$ cat config.mk
export PLATFORM = sky130hd
export DESIGN_NAME = multi_mode_shifter_pipe
export DESIGN_NICKNAME = d
export VERILOG_FILES = /design/src/rtl/shifter_pkg.sv /design/src/rtl/shifter_stage.sv /design/src/rtl/multi_mode_shifter_pipe.sv
export SDC_FILE = /design/constraint.sdc
export NUM_CORES = 1
export LEC_CHECK = 0
export ABC_AREA = 1
export BUFFER_PORTS_ARGS = -buffer_cell sky130_fd_sc_hd__buf_2
export CAP_MARGIN = 20
export CORE_ASPECT_RATIO = 1.2
export CORE_MARGIN = 2
export CORE_UTILIZATION = 55
export DETAILED_ROUTE_END_ITERATION = 10
export PLACE_DENSITY = 0.85
export SLEW_MARGIN = 25
export SYNTH_ARGS = -nofsm -noshare
export SYNTH_HDL_FRONTEND = slang
export SYNTH_SLANG_ARGS = --single-unit
export TNS_END_PERCENT = 10
$ cat constraint.sdc
create_clock -name clk -period 1.4 [get_ports clk]
set_input_delay 0.14 -clock clk [delete_from_list [all_inputs] [get_ports clk]]
set_output_delay 0.14 -clock clk [all_outputs]
set_load 0.02 [all_outputs]
$ cat src/rtl/shifter_pkg.sv
// Shared definitions for the multi-mode shifter pipeline.
// Holds the operation encoding (mode_t) and named constants for each
// encoding. Modes 3'b110 and 3'b111 are not enumerated; the datapath
// treats them like MODE_PASS.
package shifter_pkg;

  typedef enum logic [2:0] {
    MODE_LSL  = 3'b000,
    MODE_LSR  = 3'b001,
    MODE_ASR  = 3'b010,
    MODE_ROL  = 3'b011,
    MODE_ROR  = 3'b100,
    MODE_PASS = 3'b101
  } mode_t;

  localparam logic [2:0] MODE_ENC_LSL  = 3'b000;
  localparam logic [2:0] MODE_ENC_LSR  = 3'b001;
  localparam logic [2:0] MODE_ENC_ASR  = 3'b010;
  localparam logic [2:0] MODE_ENC_ROL  = 3'b011;
  localparam logic [2:0] MODE_ENC_ROR  = 3'b100;
  localparam logic [2:0] MODE_ENC_PASS = 3'b101;

endpackage

$ cat src/rtl/shifter_stage.sv
// One stage of the logarithmic shifter pipeline.
// The stage shifts or rotates its word by the fixed distance D when bit 0
// of the amount it receives is set, otherwise it passes the word through.
// It registers the resulting word, the mode, the remaining amount bits
// (shifted down by one, so the next stage again looks at bit 0) and the
// valid bit. All registers load together when en is high.
//
// Configuration macro: SHIFTER_ROTATE_EN. When undefined, ROL acts as LSL,
// ROR acts as LSR and no rotate datapath exists.
//
// Ports:
//   clk, reset      clock, synchronous active-high reset
//   en              pipeline advance enable
//   valid_i/_o      stage valid in / registered valid out
//   data_i/_o       word in / registered shifted word out
//   mode_i/_o       operation in / registered operation out
//   amt_i/_o        remaining amount bits in / registered (amt_i >> 1) out
module shifter_stage
  import shifter_pkg::*;
#(
  parameter int W  = 8,
  parameter int D  = 1,
  parameter int AW = 3
) (
  input  logic          clk,
  input  logic          reset,
  input  logic          en,
  input  logic          valid_i,
  input  logic [W-1:0]  data_i,
  input  mode_t         mode_i,
  input  logic [AW-1:0] amt_i,
  output logic          valid_o,
  output logic [W-1:0]  data_o,
  output mode_t         mode_o,
  output logic [AW-1:0] amt_o
);

  logic          valid_q;
  logic [W-1:0]  data_q, data_d;
  mode_t         mode_q;
  logic [AW-1:0] amt_q;

  always_comb begin
    data_d = data_i;
    if (amt_i[0]) begin
      case (mode_i)
        MODE_LSL: data_d = data_i << D;
        MODE_LSR: data_d = data_i >> D;
        MODE_ASR: data_d = $signed(data_i) >>> D;
`ifdef SHIFTER_ROTATE_EN
        MODE_ROL: data_d = {data_i[W-D-1:0], data_i[W-1:W-D]};
        MODE_ROR: data_d = {data_i[D-1:0], data_i[W-1:D]};
`else
        MODE_ROL: data_d = data_i << D;
        MODE_ROR: data_d = data_i >> D;
`endif
        default:  data_d = data_i;
      endcase
    end
  end

  always_ff @(posedge clk) begin
    if (reset) begin
      valid_q <= 1'b0;
      data_q  <= '0;
      mode_q  <= MODE_LSL;
      amt_q   <= '0;
    end else if (en) begin
      valid_q <= valid_i;
      data_q  <= data_d;
      mode_q  <= mode_i;
      amt_q   <= amt_i >> 1;
    end
  end

  assign valid_o = valid_q;
  assign data_o  = data_q;
  assign mode_o  = mode_q;
  assign amt_o   = amt_q;

endmodule

$ cat src/rtl/multi_mode_shifter_pipe.sv
// Pipelined multi-mode barrel shifter (LSL, LSR, ASR, ROL, ROR, pass).
// N registered stages; stage k moves the word by 2**k when amt[k] is set,
// so a word accepted at edge t is on y after edge t+N-1.
//
// Handshake: a transfer happens on a side when its valid and ready are both
// high at a rising edge. The whole pipeline advances when
// en = !out_valid || out_ready, and in_ready is exactly en, so a stalled
// output freezes every stage (y, y_zero, out_valid stay stable) and a
// simultaneous input and output transfer both complete. Cycles with en high
// and in_valid low insert a bubble.
//
// Configuration macro: SHIFTER_ROTATE_EN enables the rotate modes; without
// it ROL behaves as LSL and ROR as LSR. Ports and latency are unchanged.
//
// Ports:
//   clk, reset          clock, synchronous active-high reset
//   in_valid/in_ready   input handshake
//   a, amt, mode        operand, shift amount (0..W-1), operation
//   out_valid/out_ready output handshake
//   y, y_zero           result and (y == 0) qualified by out_valid
module multi_mode_shifter_pipe
  import shifter_pkg::*;
#(
  parameter int N = 3
) (
  input  logic            clk,
  input  logic            reset,
  input  logic            in_valid,
  output logic            in_ready,
  input  logic [2**N-1:0] a,
  input  logic [N-1:0]    amt,
  input  mode_t           mode,
  output logic            out_valid,
  input  logic            out_ready,
  output logic [2**N-1:0] y,
  output logic            y_zero
);

  localparam int W = 2 ** N;

  logic         en;
  logic         v_s  [0:N];
  logic [W-1:0] d_s  [0:N];
  mode_t        m_s  [0:N];
  logic [N-1:0] am_s [0:N];

  assign en       = !out_valid || out_ready;
  assign in_ready = en;

  assign v_s[0]  = in_valid;
  assign d_s[0]  = a;
  assign m_s[0]  = mode;
  assign am_s[0] = amt;

  for (genvar k = 0; k < N; k++) begin : g_stage
    shifter_stage #(
      .W  (W),
      .D  (2 ** k),
      .AW (N)
    ) u_stage (
      .clk     (clk),
      .reset   (reset),
      .en      (en),
      .valid_i (v_s[k]),
      .data_i  (d_s[k]),
      .mode_i  (m_s[k]),
      .amt_i   (am_s[k]),
      .valid_o (v_s[k+1]),
      .data_o  (d_s[k+1]),
      .mode_o  (m_s[k+1]),
      .amt_o   (am_s[k+1])
    );
  end

  assign out_valid = v_s[N];
  assign y         = d_s[N];
  assign y_zero    = out_valid && (y == '0);

endmodule

==> out/results.ini, run 1 <==
[status]
outcome = finished clean

[die]
start_util_pct = 57.72
die-width_um = 58.03
rows = 23
ioPinCount = 29
design.die.area_sq_um = 3995
die_y_um = 68.84
fp.coreArea_sq_um = 3338

[worst_setup_path]
critPathMaxFanout = 3
r2r_slack_ns = 0.20
cp.arrival_ns = 1.21
end_kind = output port
worstSetupPathType = reg2out
crit_path_start_kind = flop
worstPathRequired_ns = 1.26

[logic_synthesis]
synth_common_cells = nand2_1 (53), a21oi_1 (38), dfxtp_1 (36)
yosysUniqueCellTypes = 23
yosysSeqAreaShare_pct = 37.40
yosysTopAreaCell = dfxtp_1
syn-instance-count = 291
syn_area_sq_um = 1927
ys_warn_count = 0
synth_edf_count = 0
ys.flop_type = dfxtp_1
synth_fp_nets = 309
synth_top_area_share_pct = 37.40
synth.most_common_cell = nand2_1
ys_seq_elements = 36
syn_avg_cell_area_sq_um = 6.621
ys_async_sr_fraction_pct = 0
synth_area_leaders = dfxtp_1 (37%), nand2_1 (10%), a21oi_1 (9.9%)

[detailed_routing]
dr_wl_met2_um = 2048
wire_per_inst_um = 11.65
first_pass_iters = 4
vias_per_cell = 5.347
met3WireLength_um = 169
dr_total_vias = 1866
drc = 0
drtIter0Drc = 43
routed.top_layer = met4
drt-met1-wl_um = 1777
antenna_left = 0
totalWireLength_um = 4065

[global_route]
grt_use_total_pct = 22.85
grt_first_pass_wirelength_um = 7017
antenna_found_initial = 0
grt-ovfl-total = 0
grt_pass1_vias = 1718
grt_max_degree = 37

[clocking]
clk_path_buf_depth = 2
cts_buffers = 5
post-cts-setup-buffers = 0
clock_latency_ns = 0.29
cts.sinks = 36
root_buffer = clkbuf_8
cts_tree = built
clk_pin_slew_ns = 0.07
htree_levels = 2

[sta]
setup_viol = 0
clock_skew_ns = 0.004367
hold_ws_ns = 0.03044
relSlewSlack_pct = 68.61
period_minus_slack_ns = 1.345
finalMaxSlewViolations = 0
rsz0062_at_grt = no
finalCritPeriodShare_pct = 96.08
finalHoldViolCount = 0
max_freq_mhz = 743.4
tns_ns = 0
tightest_slew_ns = 0.4701
setup_slack_ns = 0.05488

[pwr]
power.leakage_nw = 0.9974
p_per_area_nw_per_um2 = 1100
power_mw = 2.364
irDropWorstVdd_mv = 0.8047

[placed_design]
gp_congestion = 0.8296
post-dp-hpwl_um = 2852
dp_cells = 341
io_buffers = 28
pre_cts_slack_ns = 0.2291

[final_layout]
drive_gt1_share_pct = 21.15
antenna_cells = 0
final_cells = 349
area_growth_pct = 11.49
fin_nets = 329

[job]
maxCapViolCount = 0

[min_path]
hp-class = in2reg

## report_power, final
part / switching, mW / internal (mW)
sequential: 0.0710 / 1.10
combinational: 0.269 / 0.163
clock: 0.355 / 0.401
## cell type report
type | count | area (sq um)
fill | 310 | 1190
multi-input combinational | 210 | 1011
sequential | 36 | 721.9
timing repair buffer | 31 | 177.7
inverter | 27 | 101.3
clock buffer | 8 | 90.09
tap | 37 | 46.29
## placed cells by master (no fill, tap or decap), types with 3 or more instances in the layout
master    count
a21oi_1      38
buf_2        27
buf_4         3
clkbuf_8      6
dfxtp_1      35
inv_1        17
inv_2        10
nand2_1      53
nand2_2       7
nand3_1      27
nor2_1       33
o21ai_0      25
o21ai_1      13
o21ai_2       3
## worst paths after layout
path                                      from                            to  depth (start not counted)
hold / removal                           reset    g_stage[2].u_stage.valid_o                          2
hold reg to reg     g_stage[1].u_stage.valid_o    g_stage[1].u_stage.valid_o                          2
setup / recovery  g_stage[2].u_stage.data_o[4]                        y_zero                          3
setup reg to reg  g_stage[0].u_stage.mode_o[1]  g_stage[1].u_stage.data_o[3]                          7
## cells by family (layout without fill, tap and decap cells)
logic type      after synthesis  in the layout  share of synthesized area, %
flops                        36             36                         37.40
buf+inv                      45             66                         10.91
compound gates               82             82                         22.60
simple gates                128            128                         29.09
## critical path: stages (launching register included)
cell and delay (ns):
dfxtp_2 0.34, nor4_4 0.27, and3_1 0.18, buf_4 0.13
## routing by layer
| metal | vias to the layer above | GRT usage (%) |
|---|---|---|
| met4 | 0 | 8.721 |
| met5 | - | 0 |
| li1 | 988 | - |
| met1 | 832 | 23.41 |
| met2 | 41 | 44.89 |
| met3 | 5 | 5.037 |
## metrics by stage
step / cell area [sq um] / utilization [%]
3_5_place_dp: 2039 / 61.09
6_report: 2148 / 64.36
5_1_grt: 2148 / 64.36
3_3_place_gp: 2039 / 61.09
2_1_floorplan: 1927 / -
4_1_cts: 2136 / 63.98
## registers in the layout, indices dropped and copies added, names as in the netlist
register,flops
g_stage.u_stage.valid_o,3
g_stage.u_stage.mode_o,6
g_stage.u_stage.amt_o,3
g_stage.u_stage.data_o,24
## repair_timing
item,4_1_cts,5_1_grt
hold buffers,0,0
endpoints found under the hold margin,0,0
pin swaps,0,2
gates resized for setup,1,3
setup endpoints to repair,1,1
Note: power is estimated with default switching activity, not from simulation.
==> run 2: changes to the inputs <==
--- a/config.mk
+++ b/config.mk
@@ -15,2 +15,3 @@
 export PLACE_DENSITY = 0.85
+export SETUP_SLACK_MARGIN = 0.2
 export SLEW_MARGIN = 25
--- a/constraint.sdc
+++ b/constraint.sdc
@@ -3,2 +3,2 @@
 set_output_delay 0.14 -clock clk [all_outputs]
-set_load 0.02 [all_outputs]
+set_load 0.05 [all_outputs]
==> run 2 against run 1 <==
  * Non-clock buffer count rose by 1
  * Critical path depth is the same
  * Die area did not move
  * Fmax shrank 1.5%
  * Final cell count fell by 0.29%
  * Global-route usage increased by 1.1 points
  * Sequential power is essentially flat
  * Combinational power rose by 13%
  * Design area is 2.0% higher
  * First-iteration DRC count grew 60%
  * Worst setup slack lost 0.020 ns
  * Hold slack worse by 0.020 ns
==> out/results.ini, run 2 (same netlist as run 1, synthesis figures left out) <==
[worst_setup_path]
worstPathRequired_ns = 1.26  ; about the same
worstSetupPathType = reg2out
cp.arrival_ns = 1.23  ; +0.02 ns
end_kind = output port
reg2reg_depth = 6  ; -1
crit_path_start_kind = flop
critPathMaxFanout = 2  ; -1

[clocking]
root_buffer = clkbuf_8
clock_latency_ns = 0.29  ; about the same
clk_pin_slew_ns = 0.07  ; about the same
cts.sinks = 36  ; unchanged
cts_hold_buf = 0  ; unchanged
htree_levels = 2  ; unchanged
cts_tree = built
cts_buffers = 5  ; unchanged
clk_path_buf_depth = 2  ; unchanged

[detailed_routing]
drc = 0  ; unchanged
totalWireLength_um = 4169  ; +2.6%
drtIter0Drc = 69  ; +60%
first_pass_iters = 4  ; unchanged
vias_per_cell = 5.302  ; -0.84%
antenna_left = 0  ; unchanged
wire_per_inst_um = 11.98  ; +2.9%
dr_total_vias = 1845  ; -1.1%

[status]
outcome = finished clean

[global_route]
top_usage_layer = met2
grt_use_total_pct = 23.96  ; +1.1 points
grt_first_pass_wirelength_um = 7148  ; +1.9%
grt_max_degree = 36  ; -2.7%
gr-usage-met3_pct = 5.597  ; +0.56 points
grt_pass1_vias = 1672  ; -2.7%
grt-ovfl-total = 0  ; unchanged
met2_usage_pct = 46.88  ; +2.0 points
antenna_found_initial = 0  ; unchanged
use_met1_pct = 23.64  ; +0.23 points

[die]
fp.coreArea_sq_um = 3338  ; unchanged
ioPinCount = 29  ; unchanged
die_y_um = 68.84  ; unchanged
die-width_um = 58.03  ; unchanged
design.die.area_sq_um = 3995  ; unchanged
start_util_pct = 57.72  ; unchanged
rows = 23  ; unchanged

[sta]
period_minus_slack_ns = 1.366  ; +0.02046 ns
finalHoldViolCount = 0  ; unchanged
tns_ns = 0  ; unchanged
relSlewSlack_pct = 68.88  ; +0.27 points
setup_viol = 0  ; unchanged
tightest_slew_ns = 0.4661  ; -0.004035 ns
finalMaxSlewViolations = 0  ; unchanged
clock_skew_ns = 0.005763  ; +0.001396 ns
finalCritPeriodShare_pct = 97.54  ; +1.5 points
rsz0062_at_grt = yes
max_freq_mhz = 732.3  ; -1.5%

[placed_design]
io_buffers = 28  ; unchanged
gp_congestion = 0.8307  ; +0.13%
post-dp-hpwl_um = 2947  ; +3.3%
placed_cell_area_sq_um = 2058  ; +0.92%

[final_layout]
mostFrequentLayoutCell = nand2_1
drive_gt1_share_pct = 23.15  ; +2.0 points
largest_reg_flops = 24  ; unchanged
antenna_cells = 0  ; unchanged
mostFrequentLayoutCells = nand2_1 (53), a21oi_1 (38), nor2_1 (32), dfxtp_1 (30), nand3_1 (27)
final_core_util_pct = 65.63  ; +1.3 points
area_growth_pct = 13.70
fillers = 325  ; +4.8%
fin_nets = 330  ; +0.30%
stdcell_area_sq_um = 2191  ; +2.0%

[pwr]
p_per_area_nw_per_um2 = 1075  ; -2.3%
power.leakage_nw = 1.011  ; +1.3%
power.share.sequential_pct = 50.1  ; +0.4 points
swShare_pct = 31.73  ; +2.3 points
p_int_mw = 1.607  ; -3.7%
clockPowerShare_pct = 29.1  ; -2.9 points
p_comb_share_pct = 20.8  ; +2.5 points
switchingPower_mw = 0.7470  ; +7.4%
irDropWorstVdd_mv = 0.7907  ; -1.7%

[min_path]
hp-class = in2reg
hold_depth = 2  ; unchanged

[job]
maxCapViolCount = 0  ; unchanged

run 2: through the flow:
stage	std cells	setup slack, ns	total power, mW	hold WS [ns]
global route	348	-0.001359	2.464	0.01019
finish	348	0.03443	2.354	0.01079
floorplan	291	0.2061	1.565	0.1994
CTS	348	0.004532	2.356	0.004134
detailed placement	341	0.2166	1.666	0.3186
global placement	341	0.2288	1.654	0.3104
run 2: final timing paths:
path	start	slack, ns	endpoint
min reg2reg	g_stage[1].u_stage.valid_o	0.44	g_stage[2].u_stage.valid_o
min	reset	0.01	g_stage[2].u_stage.valid_o
max reg2reg	g_stage[2].u_stage.valid_o	0.26	g_stage[1].u_stage.data_o[0]
max	g_stage[2].u_stage.data_o[4]	0.03	y_zero
run 2: layer usage:
| layer | share of wire, % | wire length [um] |
|---|---|---|
| met1 | 43 | 1783 |
| met2 | 52 | 2149 |
| met3 | 3.5 | 145 |
| met4 | 2.2 | 91 |
| met5 | 0 | 0 |
run 2: power groups by stage:
stage / Combinational (mW) / Sequential, mW / Clock [mW]
2_1_floorplan: 0.384 / 1.18 / 0
5_1_grt: 0.554 / 1.19 / 0.721
4_1_cts: 0.485 / 1.17 / 0.698
6_report: 0.490 / 1.18 / 0.686
3_5_place_dp: 0.473 / 1.19 / 0
3_3_place_gp: 0.463 / 1.19 / 0
run 2: layout make-up:
cell class,count,area (sq um),area share (%)
Sequential cell,36,730.7,33.35
Tap cell,37,46.29,2.113
Timing Repair Buffer,32,207.7,9.480
Multi-Input combinational cell,210,1027,46.89
Clock buffer,6,72.57,3.312
Inverter,27,106.4,4.854
run 2: worst max-delay path, stage by stage (launching register included):
cell,delay [ns]
dfxtp_2,0.32
nor4_2,0.25
and3_1,0.20
buf_6,0.16
run 2: timing repair:
action,CTS,global route
hold endpoints to repair,0,0
setup buffers,1,0
gates resized for setup,6,11
setup endpoints to repair,2,14
pin swaps,2,5
==> run 3: changes to the inputs <==
- CELL_PAD_IN_SITES_DETAIL_PLACEMENT: default -> 0
- CELL_PAD_IN_SITES_GLOBAL_PLACEMENT: default -> 1
- CORE_UTILIZATION: 55 -> 39
- PLACE_DENSITY: 0.85 -> 0.86
- clock period: 1.4 -> 1.46 ns (I/O delays scaled with it)
==> run 3 against run 2 <==
  * Clock power is 41% higher
  * Sequential cell count stayed put
  * Critical path depth stayed put
  * Critical endpoint unchanged
  * Global-route usage down 6.0 points
==> out/results.ini, run 3 (same netlist as run 1, synthesis figures left out) <==
[global_route]
grt_first_pass_wirelength_um = 7534  ; +5.4%
grt_max_degree = 38  ; +5.6%
antenna_found_initial = 0  ; unchanged
grt_use_total_pct = 18.00  ; -6.0 points
grt-ovfl-total = 0  ; unchanged
grt_pass1_vias = 1696  ; +1.4%

[die]
die_y_um = 81  ; +18%
start_util_pct = 39.86  ; -18 points
ioPinCount = 29  ; unchanged
design.die.area_sq_um = 5521  ; +38%
rows = 28  ; +22%
die-width_um = 68.17  ; +17%
fp.coreArea_sq_um = 4835  ; +45%

[final_layout]
mostFrequentLayoutCell = nand2_1
stdcell_area_sq_um = 2263  ; +3.3%
final_cells = 373  ; +7.2%
mostFrequentLayoutCells = nand2_1 (53), a21oi_1 (38), nor2_1 (33), dfxtp_1 (31), nand3_1 (27)
drive_gt1_share_pct = 23.32  ; +0.17 points
multiInputGateArea_sq_um = 1025  ; -0.24%
fin_nets = 330  ; unchanged
largest_reg_flops = 24  ; unchanged
fillers = 519  ; +60%
area.sequential_sq_um = 729.5  ; -0.17%
area_growth_pct = 17.47
antenna_cells = 0  ; unchanged

[sta]
period_minus_slack_ns = 1.394
setup_viol = 0  ; unchanged
clock_skew_ns = 0.006988  ; +0.001225 ns
tightest_slew_ns = 0.4665  ; +0.0004436 ns
finalHoldViolCount = 0  ; unchanged
relSlewSlack_pct = 68.85  ; about the same
setup_slack_ns = 0.06580  ; +0.03137 ns
rsz0062_at_grt = yes
finalMaxSlewViolations = 0  ; unchanged
finalCritPeriodShare_pct = 95.49
max_freq_mhz = 717.3

[detailed_routing]
vias_per_cell = 4.903  ; -7.5%
first_pass_iters = 4  ; unchanged
antenna_left = 0  ; unchanged
wire_per_inst_um = 11.51  ; -3.9%
totalWireLength_um = 4293  ; +3.0%
drc = 0  ; unchanged
drtIter0Drc = 55  ; -20%
dr_total_vias = 1829  ; -0.87%

[clocking]
clk_pin_slew_ns = 0.07  ; about the same
root_buffer = clkbuf_8
cts_buffers = 5  ; unchanged
htree_levels = 2  ; unchanged
clock_latency_ns = 0.30  ; about the same
cts.sinks = 36  ; unchanged
cts_hold_buf = 0  ; unchanged
cts_tree = built
clk_path_buf_depth = 2  ; unchanged

[pwr]
switchingPower_mw = 0.7364  ; -1.4%
p_comb_share_pct = 18.3  ; -2.5 points
p_per_area_nw_per_um2 = 1131  ; +5.3%
power.leakage_nw = 1.033  ; +2.2%
clockPowerShare_pct = 37.6  ; +8.5 points
power_mw = 2.560  ; +8.7%
irDropWorstVdd_mv = 0.5717  ; -28%
swShare_pct = 28.76  ; -3.0 points
power.share.sequential_pct = 44.1  ; -6.0 points
p_int_mw = 1.824  ; +13%

[min_path]
hp-class = in2reg
hold_start = reset

[status]
outcome = finished clean

[placed_design]
io_buffers = 28  ; unchanged
dp_cells = 364  ; +6.7%
placed_cell_area_sq_um = 2072  ; +0.67%
gp_congestion = 0.8475  ; +2.0%
pre_cts_slack_ns = 0.2535  ; +0.03697 ns
post-dp-hpwl_um = 2977  ; +1.0%

[worst_setup_path]
critPathBufInv = 1  ; unchanged
crit_path_start_kind = flop
critPathLaunch = g_stage[2].u_stage.data_o[1]
worstSetupPathType = reg2out
max_stage_delay_ns = 0.33  ; about the same
critPathTopFamily = simple AND/OR/NAND/NOR gates
regToRegStartpoint = g_stage[0].u_stage.amt_o[0]
crit_path_cell_trace = nor4_2 > and3_1 > buf_6
slowest_stage = dfxtp_2
cp.arrival_ns = 1.25  ; +0.02 ns
end_kind = output port
critPathMaxFanout = 3  ; +1
worstPathRequired_ns = 1.31  ; +0.05 ns

[job]
maxCapViolCount = 0  ; unchanged

-- run 3: cell types whose count changed in the layout (fill, tap and decap cells not counted) --
cell | before | now
o21ai_1 | 14 | 13
nor2_2 | 2 | 1
o21ai_0 | 24 | 25
dfxtp_1 | 30 | 31
clkbuf_1 | 1 | 0
inv_4 | 2 | 1
bufinv_16 | 0 | 1
clkbuf_8 | 5 | 7
buf_6 | 2 | 1
inv_2 | 8 | 9
buf_4 | 2 | 3
nor2_1 | 32 | 33
dfxtp_2 | 5 | 4
-- run 3: path summary, 6_finish.rpt --
| kind | cells after the start | end | slack, ns |
|---|---|---|---|
| max | 3 | y_zero | 0.07 |
| min | 2 | g_stage[2].u_stage.valid_o | 0.02 |
| max reg2reg | 5 | g_stage[1].u_stage.data_o[7] | 0.32 |
| min reg2reg | 2 | g_stage[2].u_stage.valid_o | 0.45 |
-- run 3: what timing repair did --
| item | CTS | global route |
|---|---|---|
| resized for setup | 5 | 11 |
| setup endpoints to repair | 2 | 10 |
| pin swaps | 2 | 3 |
| buffers inserted | 1 | 0 |
-- run 3: routing by layer --
layer,vias up,part of all wire [%],track usage [%]
met4,0,2.0,8.400
met1,786,45,20.78
met2,41,50,31.55
met5,-,0,0
met3,7,3.2,3.186
li1,995,-,-
-- run 3: layout make-up --
cell class	instances	area share [%]
Clock inverter	1	1.327
Timing Repair Buffer	32	9.011
Tap cell	60	3.317
Inverter	27	4.588
Multi-Input combinational cell	210	45.27
Sequential cell	36	32.23
Clock buffer	7	4.256
-- run 3: through the flow --
stage	hold WS (ns)	util, %	setup TNS [ns]
after floorplan	0.2054	-	0
after global placement	0.3174	42.86	0
after detailed placement	0.3202	42.86	0
after CTS	0.009379	45.96	0
after global routing	0.02901	46.82	-0.003461
final	0.01540	46.82	0
-- run 3: power groups by stage --
stage	clock (mW)	sequential, mW	combinational [mW]
finish	0.964	1.13	0.469
global route	1.02	1.14	0.536
CTS	0.980	1.12	0.464
detailed placement	0	1.14	0.453
global placement	0	1.14	0.449
floorplan	0	1.13	0.364
-- run 3: worst register-to-register path, delay by kind of cell, from the launching register on --
family	cells	cell delay (ns)
DFF	1	0.44
and+or+nand+nor	3	0.40
buffers and inverters	1	0.12
AOI/OAI and AO/OA	1	0.06
